===== src/rtl/lcd_pkg.sv =====
//------------------------------------------------------------------------------
// Module : lcd_pkg
// Brief  : Shared HD44780 definitions for the LCD reader and writer: FSM state
//          encoding, default bus timing (100 MHz clock) and register bit
//          positions.
// Rev    : 1.0  initial release
//------------------------------------------------------------------------------
`default_nettype none

package lcd_pkg;

  // Reader FSM states (explicit 3-bit encoding)
  typedef enum logic [2:0] {
    ST_IDLE  = 3'd0,
    ST_SETUP = 3'd1,
    ST_EHIGH = 3'd2,
    ST_ELOW  = 3'd3,
    ST_DONE  = 3'd4
  } lcd_state_e;

  // Default bus timing in 10 ns clock cycles
  localparam int unsigned LCD_T_AS_DEF    = 6;    // 60 ns RS/RW setup
  localparam int unsigned LCD_T_EH_DEF    = 25;   // 250 ns E high
  localparam int unsigned LCD_T_EL_DEF    = 25;   // 250 ns E low / hold
  localparam int unsigned LCD_POLL_MAX_DEF = 4096;

  // HD44780 status register layout
  localparam int unsigned LCD_BF_BIT = 7;   // busy flag
  localparam int unsigned LCD_AC_MSB = 6;   // address counter msb
  localparam int unsigned LCD_AC_LSB = 0;   // address counter lsb

  // Largest of three timing values; sizes the shared phase counter
  function automatic int unsigned max3(input int unsigned a,
                                       input int unsigned b,
                                       input int unsigned c);
    int unsigned m;
    m = a;
    if (b > m) m = b;
    if (c > m) m = c;
    return m;
  endfunction

endpackage : lcd_pkg

`default_nettype wire


===== src/rtl/lcd_phase_timer.sv =====
//------------------------------------------------------------------------------
// Module : lcd_phase_timer
// Brief  : Loadable down-counter. A load sets the phase length; done_o is high
//          during the last cycle of the phase (count == 1), so the caller can
//          transition and reload on the same edge.
// Rev    : 1.0  initial release
//------------------------------------------------------------------------------
`default_nettype none

module lcd_phase_timer #(
  parameter int unsigned WIDTH = 5
) (
  input  logic             clk,
  input  logic             rst_n,
  input  logic             load_i,
  input  logic [WIDTH-1:0] load_val_i,
  output logic             done_o
);

  logic [WIDTH-1:0] cnt_q;
  logic [WIDTH-1:0] cnt_d;

  // Count register, cleared asynchronously
  always_ff @(posedge clk or negedge rst_n) begin
    if (!rst_n) begin
      cnt_q <= '0;
    end else begin
      cnt_q <= cnt_d;
    end
  end

  // Load has priority; otherwise count down and park at zero
  always_comb begin
    cnt_d = cnt_q;
    if (load_i) begin
      cnt_d = load_val_i;
    end else if (cnt_q != '0) begin
      cnt_d = cnt_q - WIDTH'(1);
    end
  end

  assign done_o = (cnt_q == WIDTH'(1));

endmodule : lcd_phase_timer

`default_nettype wire


===== src/rtl/lcd_reader.sv =====
//------------------------------------------------------------------------------
// Module : lcd_reader
// Brief  : HD44780 read engine. Performs a single BF/AC or data read, or polls
//          the busy flag until it clears (bounded by POLL_MAX reads). Drives
//          RS/RW/E and requests bus ownership from the top-level mux.
// Rev    : 1.0  initial release
//------------------------------------------------------------------------------
`default_nettype none

module lcd_reader
  import lcd_pkg::*;
#(
  parameter int unsigned T_AS     = LCD_T_AS_DEF,
  parameter int unsigned T_EH     = LCD_T_EH_DEF,
  parameter int unsigned T_EL     = LCD_T_EL_DEF,
  parameter int unsigned POLL_MAX = LCD_POLL_MAX_DEF
) (
  input  logic       clk,
  input  logic       rst_n,
  input  logic       req_i,
  input  logic       req_rs_i,
  input  logic       req_poll_i,
  output logic       ack_o,
  output logic [7:0] rd_data_o,
  output logic       timeout_o,
  output logic       busy_o,
  output logic       bus_own_o,
  output logic       lcd_rs_o,
  output logic       lcd_rw_o,
  output logic       lcd_en_o,
  input  logic [7:0] lcd_data_in_i
);

  localparam int unsigned PH_W = $clog2(max3(T_AS, T_EH, T_EL) + 1);
  localparam int unsigned PC_W = $clog2(POLL_MAX + 1);

  lcd_state_e        state_q;
  lcd_state_e        state_d;

  logic              rs_q;
  logic              poll_q;
  logic [7:0]        rd_data_q;
  logic [PC_W-1:0]   poll_cnt_q;
  logic              timeout_q;

  logic              ph_load;
  logic [PH_W-1:0]   ph_val;
  logic              ph_done;

  logic              w_bf_set;
  logic              w_cnt_below;
  logic              w_retry;
  logic              w_gave_up;

  // Poll decision uses the byte captured on the most recent E fall
  assign w_bf_set    = rd_data_q[LCD_BF_BIT];
  assign w_cnt_below = (poll_cnt_q < PC_W'(POLL_MAX));
  assign w_retry     = poll_q & w_bf_set & w_cnt_below;
  assign w_gave_up   = poll_q & w_bf_set & ~w_cnt_below;

  // One timer serves SETUP, EHIGH and ELOW; reloaded on every state change
  lcd_phase_timer #(
    .WIDTH (PH_W)
  ) u_phase_timer (
    .clk        (clk),
    .rst_n      (rst_n),
    .load_i     (ph_load),
    .load_val_i (ph_val),
    .done_o     (ph_done)
  );

  // State register
  always_ff @(posedge clk or negedge rst_n) begin
    if (!rst_n) begin
      state_q <= ST_IDLE;
    end else begin
      state_q <= state_d;
    end
  end

  // Next-state logic
  always_comb begin
    state_d = state_q;
    case (state_q)
      ST_IDLE:  if (req_i)   state_d = ST_SETUP;
      ST_SETUP: if (ph_done) state_d = ST_EHIGH;
      ST_EHIGH: if (ph_done) state_d = ST_ELOW;
      ST_ELOW:  if (ph_done) state_d = w_retry ? ST_SETUP : ST_DONE;
      ST_DONE:  state_d = ST_IDLE;
      default:  state_d = ST_IDLE;
    endcase
  end

  // Phase length for the state being entered
  always_comb begin
    ph_load = (state_d != state_q);
    ph_val  = '0;
    case (state_d)
      ST_SETUP: ph_val = PH_W'(T_AS);
      ST_EHIGH: ph_val = PH_W'(T_EH);
      ST_ELOW:  ph_val = PH_W'(T_EL);
      default:  ph_val = '0;
    endcase
  end

  // Request capture, data capture on E fall, poll count and timeout flag
  always_ff @(posedge clk or negedge rst_n) begin
    if (!rst_n) begin
      rs_q       <= 1'b0;
      poll_q     <= 1'b0;
      rd_data_q  <= 8'h00;
      poll_cnt_q <= '0;
      timeout_q  <= 1'b0;
    end else begin
      if (state_q == ST_IDLE && req_i) begin
        rs_q       <= req_rs_i & ~req_poll_i;
        poll_q     <= req_poll_i;
        poll_cnt_q <= '0;
      end
      if (state_q == ST_EHIGH && ph_done) begin
        rd_data_q <= lcd_data_in_i;
        if (poll_q && w_cnt_below) begin
          poll_cnt_q <= poll_cnt_q + PC_W'(1);
        end
      end
      // High only for the single DONE cycle that follows a give-up
      timeout_q <= (state_q == ST_ELOW) & ph_done & w_gave_up;
    end
  end

  // Outputs decoded from state; E is only possible while the bus is owned
  always_comb begin
    busy_o    = (state_q != ST_IDLE);
    bus_own_o = (state_q == ST_SETUP) || (state_q == ST_EHIGH) ||
                (state_q == ST_ELOW);
    lcd_rw_o  = bus_own_o;
    lcd_en_o  = (state_q == ST_EHIGH);
    ack_o     = (state_q == ST_DONE);
    timeout_o = timeout_q;
    lcd_rs_o  = rs_q;
    rd_data_o = rd_data_q;
  end

endmodule : lcd_reader

`default_nettype wire

===== config.mk =====
export PLATFORM = sky130hd
export DESIGN_NAME = lcd_reader
export DESIGN_NICKNAME = d
export VERILOG_FILES = /design/src/rtl/lcd_pkg.sv /design/src/rtl/lcd_phase_timer.sv /design/src/rtl/lcd_reader.sv
export SDC_FILE = /design/constraint.sdc
export NUM_CORES = 1
export LEC_CHECK = 0
export CORE_ASPECT_RATIO = 0.8
export CORE_MARGIN = 1.5
export CORE_UTILIZATION = 55
export CTS_CLUSTER_DIAMETER = 80
export DETAILED_ROUTE_END_ITERATION = 16
export GPL_TIMING_DRIVEN = 1
export PLACE_DENSITY = 0.82
export SETUP_SLACK_MARGIN = 0.02
export SLEW_MARGIN = 5
export SYNTH_ARGS = -nofsm -noshare
export SYNTH_HDL_FRONTEND = slang
export SYNTH_SLANG_ARGS = --single-unit

===== constraint.sdc =====
create_clock -name clk -period 3.5 [get_ports clk]
set_input_delay 0.525 -clock clk [delete_from_list [all_inputs] [get_ports clk]]
set_output_delay 0.525 -clock clk [all_outputs]
set_load 0.005 [all_outputs]

# Word level (Yosys, flattened, before mapping)

Cells that the tools add are included.

Add/subtract/negate cells: 2
Reduce and logical (&&, ||, !) cells: 10
Equality and inequality tests: 9
Muxes and demuxes: 12
Order comparisons: 1
Bitwise gates (word level): 8

Operators with widths:

| kind                  | number |
|---|---|
| $mux 13               | 3 |
| $mux 3                | 5 |
| $add 13x1->13 const B | 1 |
| $lt 13x13->1 const B  | 1 |
| $eq 3x2->1 const B    | 4 |
| $pmux 3 s4            | 1 |
| $mux 5                | 2 |
| $pmux 5 s2            | 1 |
| $and 1x1->1           | 6 |
| $eq 3x1->1 const B    | 2 |
| $eq 5x1->1 const B    | 1 |
| $reduce_bool 5->1     | 1 |
| $sub 5x1->5 const B   | 1 |
| $eq 3x3->1 const B    | 1 |
| $logic_and 1x1->1     | 3 |
| $logic_not 3->1       | 1 |
| $ne 3x3->1            | 1 |
| $reduce_bool 3->1     | 1 |
| $logic_or 1x1->1      | 2 |
| $not 1->1             | 2 |
| $reduce_bool 2->1     | 1 |
| $reduce_or 2->1       | 1 |

Output and inout port bits: 15
Bits of input ports: 13
Logic and storage cells: 49
Bits in registers: 32

# Depth between registers and ports, before layout

Depth after elaboration: 9
Mapped depth: 6
Gate-level depth less buffers: 6

# Cells and area by module

A second synthesis with hierarchy kept.

Cell total of the unflattened synthesis: 172
Area total of the unflattened synthesis: 1,717.9 um^2

Modules (own cells, without submodules):

| module          | instances | cells an instance | area an instance (um^2) |
|---|---|---|---|
| lcd_reader      | 1         | 143               | 1,415.1 |
| lcd_phase_timer | 1         | 29                | 302.8 |

# Worst setup path before layout

OpenSTA, ideal clock, no wires.

Kind: register to register
From: reg u_phase_timer.cnt_q[1]
To: reg rd_data_q[0], in the netlist rd_data_o[0]
Stages on the path, launching flop included: 6
Setup time: 0.125 ns
Data required time: 3.375 ns
Period minus slack after synthesis: 1.941 ns
Arrival time: 1.816 ns
Path slack: 1.559 ns
Path through: dfrtp_1 inv_1 ha_1 or4b_4 nor4_4 mux2_2

Cells in the longest elaborated chain, start to end: 2

Ends and longest elaborated chain:

| item                     | line                  | text |
|---|---|---|
| start: declaration       | lcd_phase_timer.sv:20 | `logic [WIDTH-1:0] cnt_q;` |
| start signal: assignment | lcd_phase_timer.sv:28 | `cnt_q <= cnt_d;` |
| $eq 5x1->1               | lcd_phase_timer.sv:42 | `assign done_o = (cnt_q == WIDTH'(1));` |
| $logic_and 1x1->1        | lcd_reader.sv:120     | `if (state_q == ST_EHIGH && ph_done) begin` |
| end signal: assignment   | lcd_reader.sv:121     | `rd_data_q <= lcd_data_in_i;` |
| end: declaration         | lcd_reader.sv:42      | `logic [7:0] rd_data_q;` |

Every way passes these cells.
A chain may end at the register's enable or synchronous reset.

# Final worst setup path

From: reg state_q[0]
To: out bus_own_o

Cells in the longest elaborated chain, start to end: 3
Elaborated cells on any way between the ends: 5
Classes of those cells: 3 x eq/ne; 2 x reduce/logical

Ends and longest elaborated chain:

| item                                            | line              | text |
|---|---|---|
| start: declaration                              | lcd_reader.sv:37  | `lcd_state_e state_q;` |
| start signal: assignment                        | lcd_reader.sv:77  | `state_q <= state_d;` |
| $eq 3x1->1 / $eq 3x2->1 (equally long branches) | lcd_reader.sv:134 | `bus_own_o = (state_q == ST_SETUP) \|\| (state_q == ST_EHIGH) \|\|` |
| $logic_or 1x1->1                                | lcd_reader.sv:134 |  |
| $logic_or 1x1->1 (*)                            | lcd_reader.sv:134 |  |
| end: declaration                                | lcd_reader.sv:27  | `output logic bus_own_o,` |

Mark *: on every way between the ends. The rest lies on a longest branch, timed or not.

==> run_results.csv <==
group,metric,value,unit
status,run_status,"finished, final reports clean",
synth,synth_nets,169,
floorplan,die_w,63.85,µm
synth,synth_simple_gate_area_share,22.20,%
clock_tree,cts_hold_buf,0,
synth,yosys.area_share.adder,3.072,%
global_routing,antenna_found_initial,0,
hold_path,holdPathEnd,"lcd_rs_o",
synth,synth_top_family_by_area,"simple AND/OR/NAND/NOR gates",
global_routing,grt_max_degree,33,
clock_tree,numClockSinks,32,
global_routing,grt_usage,23.00,%
synth,synth-compound-area-share,12.98,%
synth,synth_top_area_share,49.16,%
clock_tree,clk_pin_slew_worst_paths,0.06,ns
timing,fmax,0.4222,GHz
layout,fin_area,2019,µm²
clock_tree,clock_latency,0.28,ns
timing,setup_tns,0,ns
pwr,p_leak,0.8967,nW
worst_setup_path,critPathCaptureType,"primary output",
worst_setup_path,path_max_fanout,12,
place,placed_area,1923,µm²
floorplan,rows,17,
clock_tree,cts_setup_buffers,0,
timing,setup_viol,0,
drt,routed_wl,3293,µm
timing,skew,0.004297,ns
worst_setup_path,rr_endpoint,"poll_cnt_q[7]",
layout,area_growth,23.96,%
clock_tree,clk_path_buf_depth,2,
timing,slew_viol_final,0,
synth,synth_xor_area_share,2.688,%
floorplan,num_io_pins,28,
clock_tree,cts_tree,"built",
pwr,p_per_area,343.9,nW/µm²
timing,period_share,67.68,%
drt,vias_per_cell,5.836,
layout,nets,199,
pwr,ir_drop,0.0002418,V
floorplan,core-area,2786,µm²
layout,num-fill-cells,197,
clock_tree,h-tree-depth,2,
worst_setup_path,r2r_slack,1.33,ns
worst_setup_path,worst_setup_path_start_kind,"register",
synth,ys_warn_count,0,
drt,final_antenna_net_count,0,
drt,drc,0,
synth,syn_avg_cell_area,10.72,µm²
synth,netlist_area,1629,µm²
layout,drive_above_1_share,13.19,%
timing,fin_crit,2.369,ns
layout,mostFrequentLayoutCell,"dfrtp_1",
drt,wl_per_cell,14.97,µm
synth,synthCells,152,
global_routing,grt-ovfl-total,0,
worst_setup_path,required,2.97,ns
global_routing,grt_pass1_wl,5658,µm
layout,utilization,72.47,%
worst_setup_path,ff2ff_path_depth,6,
timing,finalHoldViolCount,0,
timing,tightest_slew,0.5500,ns
drt,vias,1284,
floorplan,die-area,3300,µm²
hold_path,hold_start,"lcd_rs_o",
synth,yosysTopAreaCell,"dfrtp_1",
synth,ys_top_cells_by_area,"dfrtp_1 49%, mux2_2 5.5%, nand3_1 3.4%",
worst_setup_path,worstSetupPathType,"reg2out",
worst_setup_path,worstPathArrival,1.84,ns
timing,grt_setup_unrepaired,"no",
place,io_buffers,27,
floorplan,initial_utilization,58.46,%
floorplan,fp.dieH,51.68,µm
hold_path,hold_depth,2,
global_routing,grt_pass1_vias,1216,
clock_tree,numCtsBuffers,5,
synth,synth_cell_types,40,
place,dp_hpwl,2383,µm
place,gp_congestion,0.8987,
synth,ys_seq_area_share,49.16,%
clock_tree,post_cts_resized,0,
clock_tree,root_buffer,"clkbuf_8",
timing,slew_headroom,63.06,%
timing,whs,0.4801,ns
hold_path,hold_class,"reg2reg",
worst_setup_path,reg2reg_from,"u_phase_timer.cnt_q[1]",
layout,layout.cells.most_common_list,"32 x dfrtp_1, 27 x clkdlybuf4s50_1, 11 x nand2_1, 11 x nand3_1, 11 x o21ai_0",
synth,synth_mux_area_share,6.144,%
drt,drtPass1Iterations,4,
drt,drtIter0Drc,65,
flow_run,maxCapViolCount,0,
synth,ys_seq_elements,32,
layout,n_antenna_cell,0,
worst max path at each step:
stage	end	startpoint	slack, ns	cells past startpoint
global placement	rd_data_o[2]	u_phase_timer.cnt_q[1]	1.45	5
detailed placement	rd_data_o[7]	u_phase_timer.cnt_q[1]	1.33	5
finish	bus_own_o	state_q[0]	1.13	3
global route	bus_own_o	state_q[0]	1.03	3
floorplan	rd_data_o[0]	u_phase_timer.cnt_q[1]	1.56	5
CTS	lcd_en_o	state_q[0]	1.14	2
per-layer routing:
layer	up-vias	share of wire, %	GRT usage, %
li1	614	-	-
met5	-	0	0
met1	612	46	31.57
met3	6	7.0	6.061
met2	52	46	33.33
met4	0	1.0	12.68
state kept, by name (all words and copies together), names as in the netlist:
signal	count
u_phase_timer.cnt_q	5
rd_data_o	8
poll_q	1
lcd_rs_o	1
state_q	3
poll_cnt_q	13
timeout_o	1
Yosys cell counts (all sizes together):
library cell / number
o31ai: 5
nor2: 7
ha: 4
mux2: 8
xnor2: 4
mux2i: 1
o21ai: 11
a221oi: 1
nand2b: 2
inv: 8
and4b: 1
nor4b: 3
xor2: 1
and3b: 2
nor2b: 1
or4b: 2
nor3b: 1
a21o: 1
nand2: 11
o211ai: 6
and4: 1
or2: 1
clkbuf: 1
clkdlybuf4s15: 1
o21bai: 1
or3: 2
a22o: 1
nor3: 2
nor4: 1
and3: 2
a21oi: 6
buf: 3
dfrtp: 32
nand3: 11
nand4: 6
o221a: 1
stage by stage:
| step | std cells | total power [mW] | setup WS, ns |
|---|---|---|---|
| 6_report | 220 | 0.6945 | 1.131 |
| 5_1_grt | 220 | 0.7168 | 1.025 |
| 3_3_place_gp | 213 | 0.3990 | 1.449 |
| 3_5_place_dp | 213 | 0.3994 | 1.330 |
| 4_1_cts | 220 | 0.6999 | 1.142 |
| 2_1_floorplan | 152 | 0.3773 | 1.559 |
area by class of cell:
cell class                      count  area (µm²)  area share [%]
Sequential cell                    32       800.8           39.65
Timing Repair Buffer               28       277.8           13.75
Clock buffer                        7       96.34           4.771
Multi-Input combinational cell    107       767.0           37.98
Inverter                            8       30.03           1.487
Tap cell                           38       47.55           2.354
power breakdown:
group          internal [mW]  total (mW)  switching [mW]
logic                 0.0127      0.0222         0.00951
registers              0.370       0.370               0
clock network          0.175       0.302           0.127
cells by family after synthesis:
group,Yosys count
mux,9
compound gates,33
simple gates,56
fa+ha+maj,4
flops,32
xor+xnor,5
buf+inv,13
critical path: stages (launching register included):
cell,delay [ns]
dfrtp_1,0.60
nor2_1,0.21
nor2_1,0.21
clkdlybuf4s50_1,0.54
(Power assumes the default switching activity.)
